===== config.mk =====
export PLATFORM = sky130hd
export DESIGN_NAME = mbist_march_ctrl_flat
export DESIGN_NICKNAME = d
export VERILOG_FILES = /design/src/rtl/mbist_pkg.sv /design/src/rtl/mbist_march_ctrl_if.sv /design/src/rtl/mbist_cmp.sv /design/src/rtl/mbist_march_ctrl.sv /design/src/flat_wrapper.sv
export SDC_FILE = /design/constraint.sdc
export NUM_CORES = 1
export LEC_CHECK = 0
export CAP_MARGIN = 20
export CORE_MARGIN = 5
export CORE_UTILIZATION = 47
export DETAILED_ROUTE_END_ITERATION = 6
export GPL_ROUTABILITY_DRIVEN = 0
export PLACE_DENSITY_LB_ADDON = 0.1
export SLEW_MARGIN = 10
export SYNTH_ARGS = -nofsm -noshare
export SYNTH_HDL_FRONTEND = slang
export SYNTH_SLANG_ARGS = --single-unit

===== constraint.sdc =====
create_clock -name clk -period 2.8 [get_ports clk]
set_clock_uncertainty 0.15 [all_clocks]
set_input_delay 0.56 -clock clk [delete_from_list [all_inputs] [get_ports clk]]
set_output_delay 0.56 -clock clk [all_outputs]
set_load 0.005 [all_outputs]

===== src/rtl/mbist_pkg.sv =====
// Shared types and march element tables for the memory BIST controller.
package mbist_pkg;

    localparam logic [1:0] MODE_MATS   = 2'b00;
    localparam logic [1:0] MODE_MARCHC = 2'b01;

    typedef enum logic [1:0] {S_IDLE, S_RUN, S_DRAIN, S_DONE} state_e;

    // pol=0 uses the latched background D, pol=1 uses ~D
    typedef struct packed {
        logic wr;
        logic pol;
    } op_t;

    typedef struct packed {
        logic down;
        logic has2;
        op_t  op1;
        op_t  op2;
    } elem_t;

    localparam op_t W0 = '{wr: 1'b1, pol: 1'b0};
    localparam op_t W1 = '{wr: 1'b1, pol: 1'b1};
    localparam op_t R0 = '{wr: 1'b0, pol: 1'b0};
    localparam op_t R1 = '{wr: 1'b0, pol: 1'b1};

    localparam logic [2:0] MATS_ELEMS   = 3'd3;
    localparam logic [2:0] MARCHC_ELEMS = 3'd6;

    function automatic logic [2:0] elem_count(input logic [1:0] mode);
        return (mode == MODE_MARCHC) ? MARCHC_ELEMS : MATS_ELEMS;
    endfunction

    function automatic elem_t get_elem(input logic [1:0] mode, input logic [2:0] idx);
        elem_t e;
        e = '{down: 1'b0, has2: 1'b0, op1: W0, op2: W0};
        if (mode == MODE_MARCHC) begin
            case (idx)
                3'd1:    e = '{down: 1'b0, has2: 1'b1, op1: R0, op2: W1};
                3'd2:    e = '{down: 1'b0, has2: 1'b1, op1: R1, op2: W0};
                3'd3:    e = '{down: 1'b1, has2: 1'b1, op1: R0, op2: W1};
                3'd4:    e = '{down: 1'b1, has2: 1'b1, op1: R1, op2: W0};
                3'd5:    e = '{down: 1'b0, has2: 1'b0, op1: R0, op2: W0};
                default: e = '{down: 1'b0, has2: 1'b0, op1: W0, op2: W0};
            endcase
        end else begin
            case (idx)
                3'd1:    e = '{down: 1'b0, has2: 1'b1, op1: R0, op2: W1};
                3'd2:    e = '{down: 1'b1, has2: 1'b1, op1: R1, op2: W0};
                default: e = '{down: 1'b0, has2: 1'b0, op1: W0, op2: W0};
            endcase
        end
        return e;
    endfunction

endpackage


===== src/rtl/mbist_march_ctrl_if.sv =====
// Single-port synchronous SRAM bus; read data returns the cycle after mem_re.
interface mbist_march_ctrl_if #(
    parameter int data_width = 4,
    parameter int ad_width   = 4
);
    logic [ad_width-1:0]   mem_addr;
    logic [data_width-1:0] mem_wdata;
    logic                  mem_we;
    logic                  mem_re;
    logic [data_width-1:0] mem_rdata;

    modport master (output mem_addr, mem_wdata, mem_we, mem_re, input mem_rdata);
    modport slave  (input mem_addr, mem_wdata, mem_we, mem_re, output mem_rdata);
endinterface


===== src/rtl/mbist_cmp.sv =====
// Read-data checker: registers each read's address/expected value, compares on return.
// Latency: compare one cycle after the read is issued; flags update on the following edge.
// Backpressure: none; mismatch is combinational so the sequencer can stop in the same cycle.
module mbist_cmp #(
    parameter int data_width = 4,
    parameter int ad_width   = 4,
    parameter int cnt_width  = 8
) (
    input  logic                  clk,
    input  logic                  rst,
    input  logic                  clr,
    input  logic                  set_inv,
    input  logic                  rd_issue,
    input  logic [ad_width-1:0]   rd_addr,
    input  logic [data_width-1:0] rd_exp,
    input  logic [data_width-1:0] rdata,
    output logic                  mismatch,
    output logic                  fail,
    output logic [ad_width-1:0]   fail_addr,
    output logic [data_width-1:0] fail_data,
    output logic [cnt_width-1:0]  fail_count
);
    localparam logic [cnt_width-1:0] CNT_ONE = 1;

    logic                  rd_pend;
    logic [data_width-1:0] exp_q;
    logic [ad_width-1:0]   addr_q;

    assign mismatch = rd_pend && (rdata != exp_q);

    always_ff @(posedge clk) begin
        if (rst) begin
            rd_pend    <= 1'b0;
            exp_q      <= '0;
            addr_q     <= '0;
            fail       <= 1'b0;
            fail_addr  <= '0;
            fail_data  <= '0;
            fail_count <= '0;
        end else begin
            rd_pend <= rd_issue;
            if (rd_issue) begin
                exp_q  <= rd_exp;
                addr_q <= rd_addr;
            end
            if (clr) begin
                fail       <= set_inv;
                fail_addr  <= '0;
                fail_data  <= '0;
                fail_count <= '0;
            end else if (mismatch) begin
                fail <= 1'b1;
                if (!fail) begin
                    fail_addr <= addr_q;
                    fail_data <= rdata ^ exp_q;
                end
                if (fail_count != '1)
                    fail_count <= fail_count + CNT_ONE;
            end
        end
    end

endmodule


===== src/rtl/mbist_march_ctrl.sv =====
// March BIST sequencer: walks the selected element table, one memory op per cycle.
// Latency: first op the cycle after start; done L+2 cycles after the start edge.
// Backpressure: none; start is ignored while busy, a mismatch can abort when stop_on_fail=1.
module mbist_march_ctrl
    import mbist_pkg::*;
#(
    parameter int data_width   = 4,
    parameter int ad_width     = 4,
    parameter int cnt_width    = 8,
    parameter bit stop_on_fail = 1'b0
) (
    input  logic                  clk,
    input  logic                  rst,
    input  logic                  start,
    input  logic [1:0]            mode,
    input  logic [data_width-1:0] bg,
    mbist_march_ctrl_if.master    mem,
    output logic                  busy,
    output logic                  done,
    output logic                  fail,
    output logic [ad_width-1:0]   fail_addr,
    output logic [data_width-1:0] fail_data,
    output logic [cnt_width-1:0]  fail_count
);
    localparam logic [ad_width-1:0] ADDR_ONE = 1;

    state_e                state, state_nx;
    logic [1:0]            mode_r, mode_nx;
    logic [data_width-1:0] bg_r, bg_nx;
    logic [2:0]            elem, elem_nx;
    logic [ad_width-1:0]   addr, addr_nx;
    logic                  phase, phase_nx;

    elem_t                 cur;
    op_t                   op;
    logic [data_width-1:0] dat;
    logic                  issue, stop_now, last_addr, last_op;
    logic                  clr, set_inv, mismatch;

    always_ff @(posedge clk) begin
        if (rst) begin
            state  <= S_IDLE;
            mode_r <= '0;
            bg_r   <= '0;
            elem   <= '0;
            addr   <= '0;
            phase  <= 1'b0;
        end else begin
            state  <= state_nx;
            mode_r <= mode_nx;
            bg_r   <= bg_nx;
            elem   <= elem_nx;
            addr   <= addr_nx;
            phase  <= phase_nx;
        end
    end

    always_comb begin
        state_nx  = state;
        mode_nx   = mode_r;
        bg_nx     = bg_r;
        elem_nx   = elem;
        addr_nx   = addr;
        phase_nx  = phase;
        clr       = 1'b0;
        set_inv   = 1'b0;
        cur       = get_elem(mode_r, elem);
        op        = phase ? cur.op2 : cur.op1;
        dat       = op.pol ? ~bg_r : bg_r;
        stop_now  = stop_on_fail && mismatch;
        issue     = (state == S_RUN) && !stop_now;
        last_addr = cur.down ? (addr == '0) : (addr == '1);
        last_op   = (!cur.has2 || phase) && last_addr
                    && (elem == elem_count(mode_r) - 3'd1);
        case (state)
            S_IDLE, S_DONE: begin
                if (start) begin
                    clr      = 1'b1;
                    mode_nx  = mode;
                    bg_nx    = bg;
                    elem_nx  = '0;
                    addr_nx  = '0;
                    phase_nx = 1'b0;
                    set_inv  = mode[1];
                    state_nx = mode[1] ? S_DONE : S_RUN;
                end
            end
            S_RUN: begin
                if (stop_now || last_op) begin
                    state_nx = S_DRAIN;
                end else if (cur.has2 && !phase) begin
                    phase_nx = 1'b1;
                end else begin
                    phase_nx = 1'b0;
                    if (last_addr) begin
                        // each element restarts at the end its own direction requires
                        elem_nx = elem + 3'd1;
                        addr_nx = get_elem(mode_r, elem + 3'd1).down ? '1 : '0;
                    end else begin
                        addr_nx = cur.down ? addr - ADDR_ONE : addr + ADDR_ONE;
                    end
                end
            end
            S_DRAIN: state_nx = S_DONE;
            default: state_nx = S_IDLE;
        endcase
    end

    assign mem.mem_addr  = addr;
    assign mem.mem_we    = issue & op.wr;
    assign mem.mem_re    = issue & ~op.wr;
    assign mem.mem_wdata = issue ? dat : '0;
    assign busy          = (state == S_RUN) || (state == S_DRAIN);
    assign done          = (state == S_DONE);

    mbist_cmp #(
        .data_width (data_width),
        .ad_width   (ad_width),
        .cnt_width  (cnt_width)
    ) u_cmp (
        .clk        (clk),
        .rst        (rst),
        .clr        (clr),
        .set_inv    (set_inv),
        .rd_issue   (mem.mem_re),
        .rd_addr    (addr),
        .rd_exp     (dat),
        .rdata      (mem.mem_rdata),
        .mismatch   (mismatch),
        .fail       (fail),
        .fail_addr  (fail_addr),
        .fail_data  (fail_data),
        .fail_count (fail_count)
    );

endmodule


===== src/flat_wrapper.sv =====
// flat-port wrapper written by rule: the top's interface ports become plain ports
module mbist_march_ctrl_flat import mbist_pkg::*;
#(
    parameter int data_width   = 4,
    parameter int ad_width     = 4,
    parameter int cnt_width    = 8,
    parameter bit stop_on_fail = 1'b0
)
  (clk, rst, start, mode, bg, busy, done, fail, fail_addr, fail_data, fail_count, mem_mem_addr, mem_mem_wdata, mem_mem_we, mem_mem_re, mem_mem_rdata);
  mbist_march_ctrl_if #(.data_width(data_width), .ad_width(ad_width)) mem_i ();
  input  logic clk;
  input  logic rst;
  input  logic start;
  input  logic [1:0] mode;
  input  logic [data_width-1:0] bg;
  output logic busy;
  output logic done;
  output logic fail;
  output logic [ad_width-1:0] fail_addr;
  output logic [data_width-1:0] fail_data;
  output logic [cnt_width-1:0] fail_count;
  output wire logic [$bits(mem_i.mem_addr)-1:0] mem_mem_addr;
  output wire logic [$bits(mem_i.mem_wdata)-1:0] mem_mem_wdata;
  output wire logic [$bits(mem_i.mem_we)-1:0] mem_mem_we;
  output wire logic [$bits(mem_i.mem_re)-1:0] mem_mem_re;
  input wire logic [$bits(mem_i.mem_rdata)-1:0] mem_mem_rdata;
  assign mem_mem_addr = mem_i.mem_addr;
  assign mem_mem_wdata = mem_i.mem_wdata;
  assign mem_mem_we = mem_i.mem_we;
  assign mem_mem_re = mem_i.mem_re;
  assign mem_i.mem_rdata = mem_mem_rdata;
  mbist_march_ctrl #(.data_width(data_width), .ad_width(ad_width), .cnt_width(cnt_width), .stop_on_fail(stop_on_fail)) u_core (.clk(clk), .rst(rst), .start(start), .mode(mode), .bg(bg), .mem(mem_i), .busy(busy), .done(done), .fail(fail), .fail_addr(fail_addr), .fail_data(fail_data), .fail_count(fail_count));
endmodule

==> results.toml <==
[clock_tree]
cts_tree = "yes"
cts.clk_slew.worst_paths_ns = 0.08
clockRootBuffer = "clkbuf_8"
cts_buffers = 5
clk_latency_ns = 0.29
cts-htree-levels = 2
cts.path.max_buffers = 2
clock_sinks = 42

[synthesis]
synthTopCellsByCount = "dfxtp_1 (42), nor2_1 (38), nand2_1 (24)"
synth-seq-cells = 42
synth_edf_count = 0
syn_inst = 263
yosys-top-cells-area = "dfxtp_1 (37%), mux2i_1 (8.8%), nor2_1 (6.3%)"
synth_most_common_cell = "dfxtp_1"
ys_types = 45
synth_top_area_frac = 0.370
ys_seq_area_frac = 0.370
yosys.area.top_type = "dfxtp_1"
synth.avg_cell_area_um2 = 8.64
yosysWarningCount = 0
synth_area_um2 = 2270
ys.flop_type = "dfxtp_1"
syn_nets = 288
synthArstFlopShare = 0

[global_routing]
grt_pass1_vias = 1965
grt_max_degree = 21
grtUsageTotal = 0.175
overflow = 0
antenna_found_initial = 0
grt_pass1_wl_um = 8930

[power]
peakVddDrop_mv = 0.451
power_density_nw_per_um2 = 607
leakage_nw = 1.30

[critical_path]
ff2ff_setup_slack_ns = 0.12
crit_required_ns = 2.84
crit_type = "reg -> reg"
critPathCapture = "u_core.mem.mem_addr[1]"
crit_fanout = 4
cp.arrival_ns = 2.72
rr_startpoint = "u_core.elem[0]"
crit_path_start_kind = "register"
worstRegToRegCells = 9
cp-startpoint = "u_core.elem[0]"
end_kind = "register"
r2r-end = "u_core.mem.mem_addr[1]"

[sta]
fin_crit_sh = 0.957
tightest_slew_ns = 0.566
setup_viol_count_final = 0
setup_tns_ns = 0
fmax_ghz = 0.373
layout_min_cycle_time_ns = 2.68
rsz0062_at_grt = "yes"
finalMaxSlewViolations = 0
hold_viol_final = 0
relSlewSlack = 0.622
setup_slack_ns = 0.119

[cells_and_area]
area_growth_pct = 35.9
drive_above_1_share = 0.170
nets = 354
n_antenna_cell = 0
utilization = 0.654

[min_path]
hp-class = "reg -> reg"
hold_depth = 2

[die]
core_um2 = 4720
fp.dieH_um = 79.5
dieArea_um2 = 6330
io_pins = 42
start_util = 0.481
fp.dieW_um = 79.5
rows = 25

[detailed_routing]
drt-met1-wl_um = 2490
drt-initial-drc-count = 59
ant_nets = 0
drtPass1Iterations = 4
route.detailed.drc = 0
vias = 2012
wl_per_cell_um = 13.0
viasPerCell = 5.07
top_layer_used = "met4"
wl_met3_um = 248
wl_met2_um = 2380
routed_wl_um = 5160

[placement]
portBuffers = 41
dp_hpwl_um = 4020
dp_slack_ns = -0.00994

[status]
status = "finished clean"

[flow_run]
cap_violations = 0
## per-layer routing
metal | up-vias | global-route usage
met5 | - | 0
met4 | 0 | 0.0412
met3 | 4 | 0.0418
met2 | 43 | 0.291
met1 | 920 | 0.228
li1 | 1045 | -
## placed cells by master, fill, tap and decap left out, types with 3 or more instances in the layout
cell type and instances:
a21o_1 3, a21oi_1 13, and2_1 7, and3_1 4
buf_4 24, clkbuf_8 5, clkdlybuf4s50_1 35, dfxtp_1 40
ha_1 9, inv_1 11, mux2i_1 20, nand2_1 24
nand2b_1 3, nand4_1 3, nor2_1 38, nor3_1 10
nor3b_1 3, o21ai_0 4, xnor2_1 5, xor2_1 11
## logic make-up (layout without fill, tap and decap cells)
family / after synthesis / in the layout / share of synthesized area
XOR/XNOR: 17 / 17 / 0.0655
buffers and inverters: 20 / 87 / 0.0369
AO/OA/AOI/OAI: 43 / 43 / 0.133
adder cells (fa/ha/maj): 12 / 12 / 0.0694
multiplexers: 22 / 22 / 0.0980
AND/OR/NAND/NOR: 107 / 107 / 0.227
flip-flops: 42 / 42 / 0.370
## registers in the layout, summed over array words and instances, names as in the netlist, 2 cells and up
register / count
u_core.bg_r: 4
u_core.elem: 3
u_core.mem.mem_addr: 4
u_core.mode_r: 2
u_core.state: 2
u_core.u_cmp.addr_q: 4
u_core.u_cmp.exp_q: 4
u_core.u_cmp.fail_addr: 4
u_core.u_cmp.fail_count: 8
u_core.u_cmp.fail_data: 4
## power by group
part	switching, W	total (W)	internal (W)	leakage (nW)
registers	0.0000529	0.000698	0.000645	0.341
clock network	0.000202	0.000468	0.000266	0.0514
logic	0.000358	0.000707	0.000349	0.911
total	0.000613	0.00187	0.00126	1.30
## worst min path at each step
stage                   startpoint              to  slack, ns
floorplan           u_core.bg_r[0]  u_core.bg_r[0]       0.30
global placement    u_core.bg_r[1]  u_core.bg_r[1]       0.31
detailed placement  u_core.bg_r[1]  u_core.bg_r[1]       0.31
CTS                 u_core.bg_r[1]  u_core.bg_r[1]       0.32
global route        u_core.bg_r[3]  u_core.bg_r[3]       0.35
finish              u_core.bg_r[1]  u_core.bg_r[1]       0.32
## stage by stage
step	power, W	cell area [µm²]	hold slack (ns)	cells
after floorplan	0.00111	2270	0.299	263
after global placement	0.00138	2900	0.312	386
after detailed placement	0.00138	2900	0.313	386
after CTS	0.00186	3040	0.324	396
after global routing	0.00201	3090	0.350	397
final	0.00187	3090	0.322	397
## final cells by class
class / count / area (µm²)
clock buffers: 6 / 72.6
multi-input cells: 201 / 1410
repair buffers: 67 / 601
fillers: 444 / 1640
inverters: 12 / 45.0
clock inverters: 2 / 37.5
flip-flops and latches: 42 / 843
well taps: 67 / 83.8
## what timing repair did
action | 4_1_cts | 5_1_grt
pin swaps | 10 | 7
setup buffers | 2 | 1
hold buffers | 0 | 0
setup endpoints to repair | 6 | 10
resized for setup | 16 | 13
## worst max-delay path, cell delays in order (launching register included)
cell and delay [ns]:
dfxtp_2 0.34, ha_1 0.21, ha_2 0.19, a21o_1 0.21, buf_4 0.17, or4_4 0.52, a211oi_2 0.26, nor3b_1 0.12
and2_4 0.19, a22o_1 0.22
No activity file was read; power rests on OpenSTA's default activity.
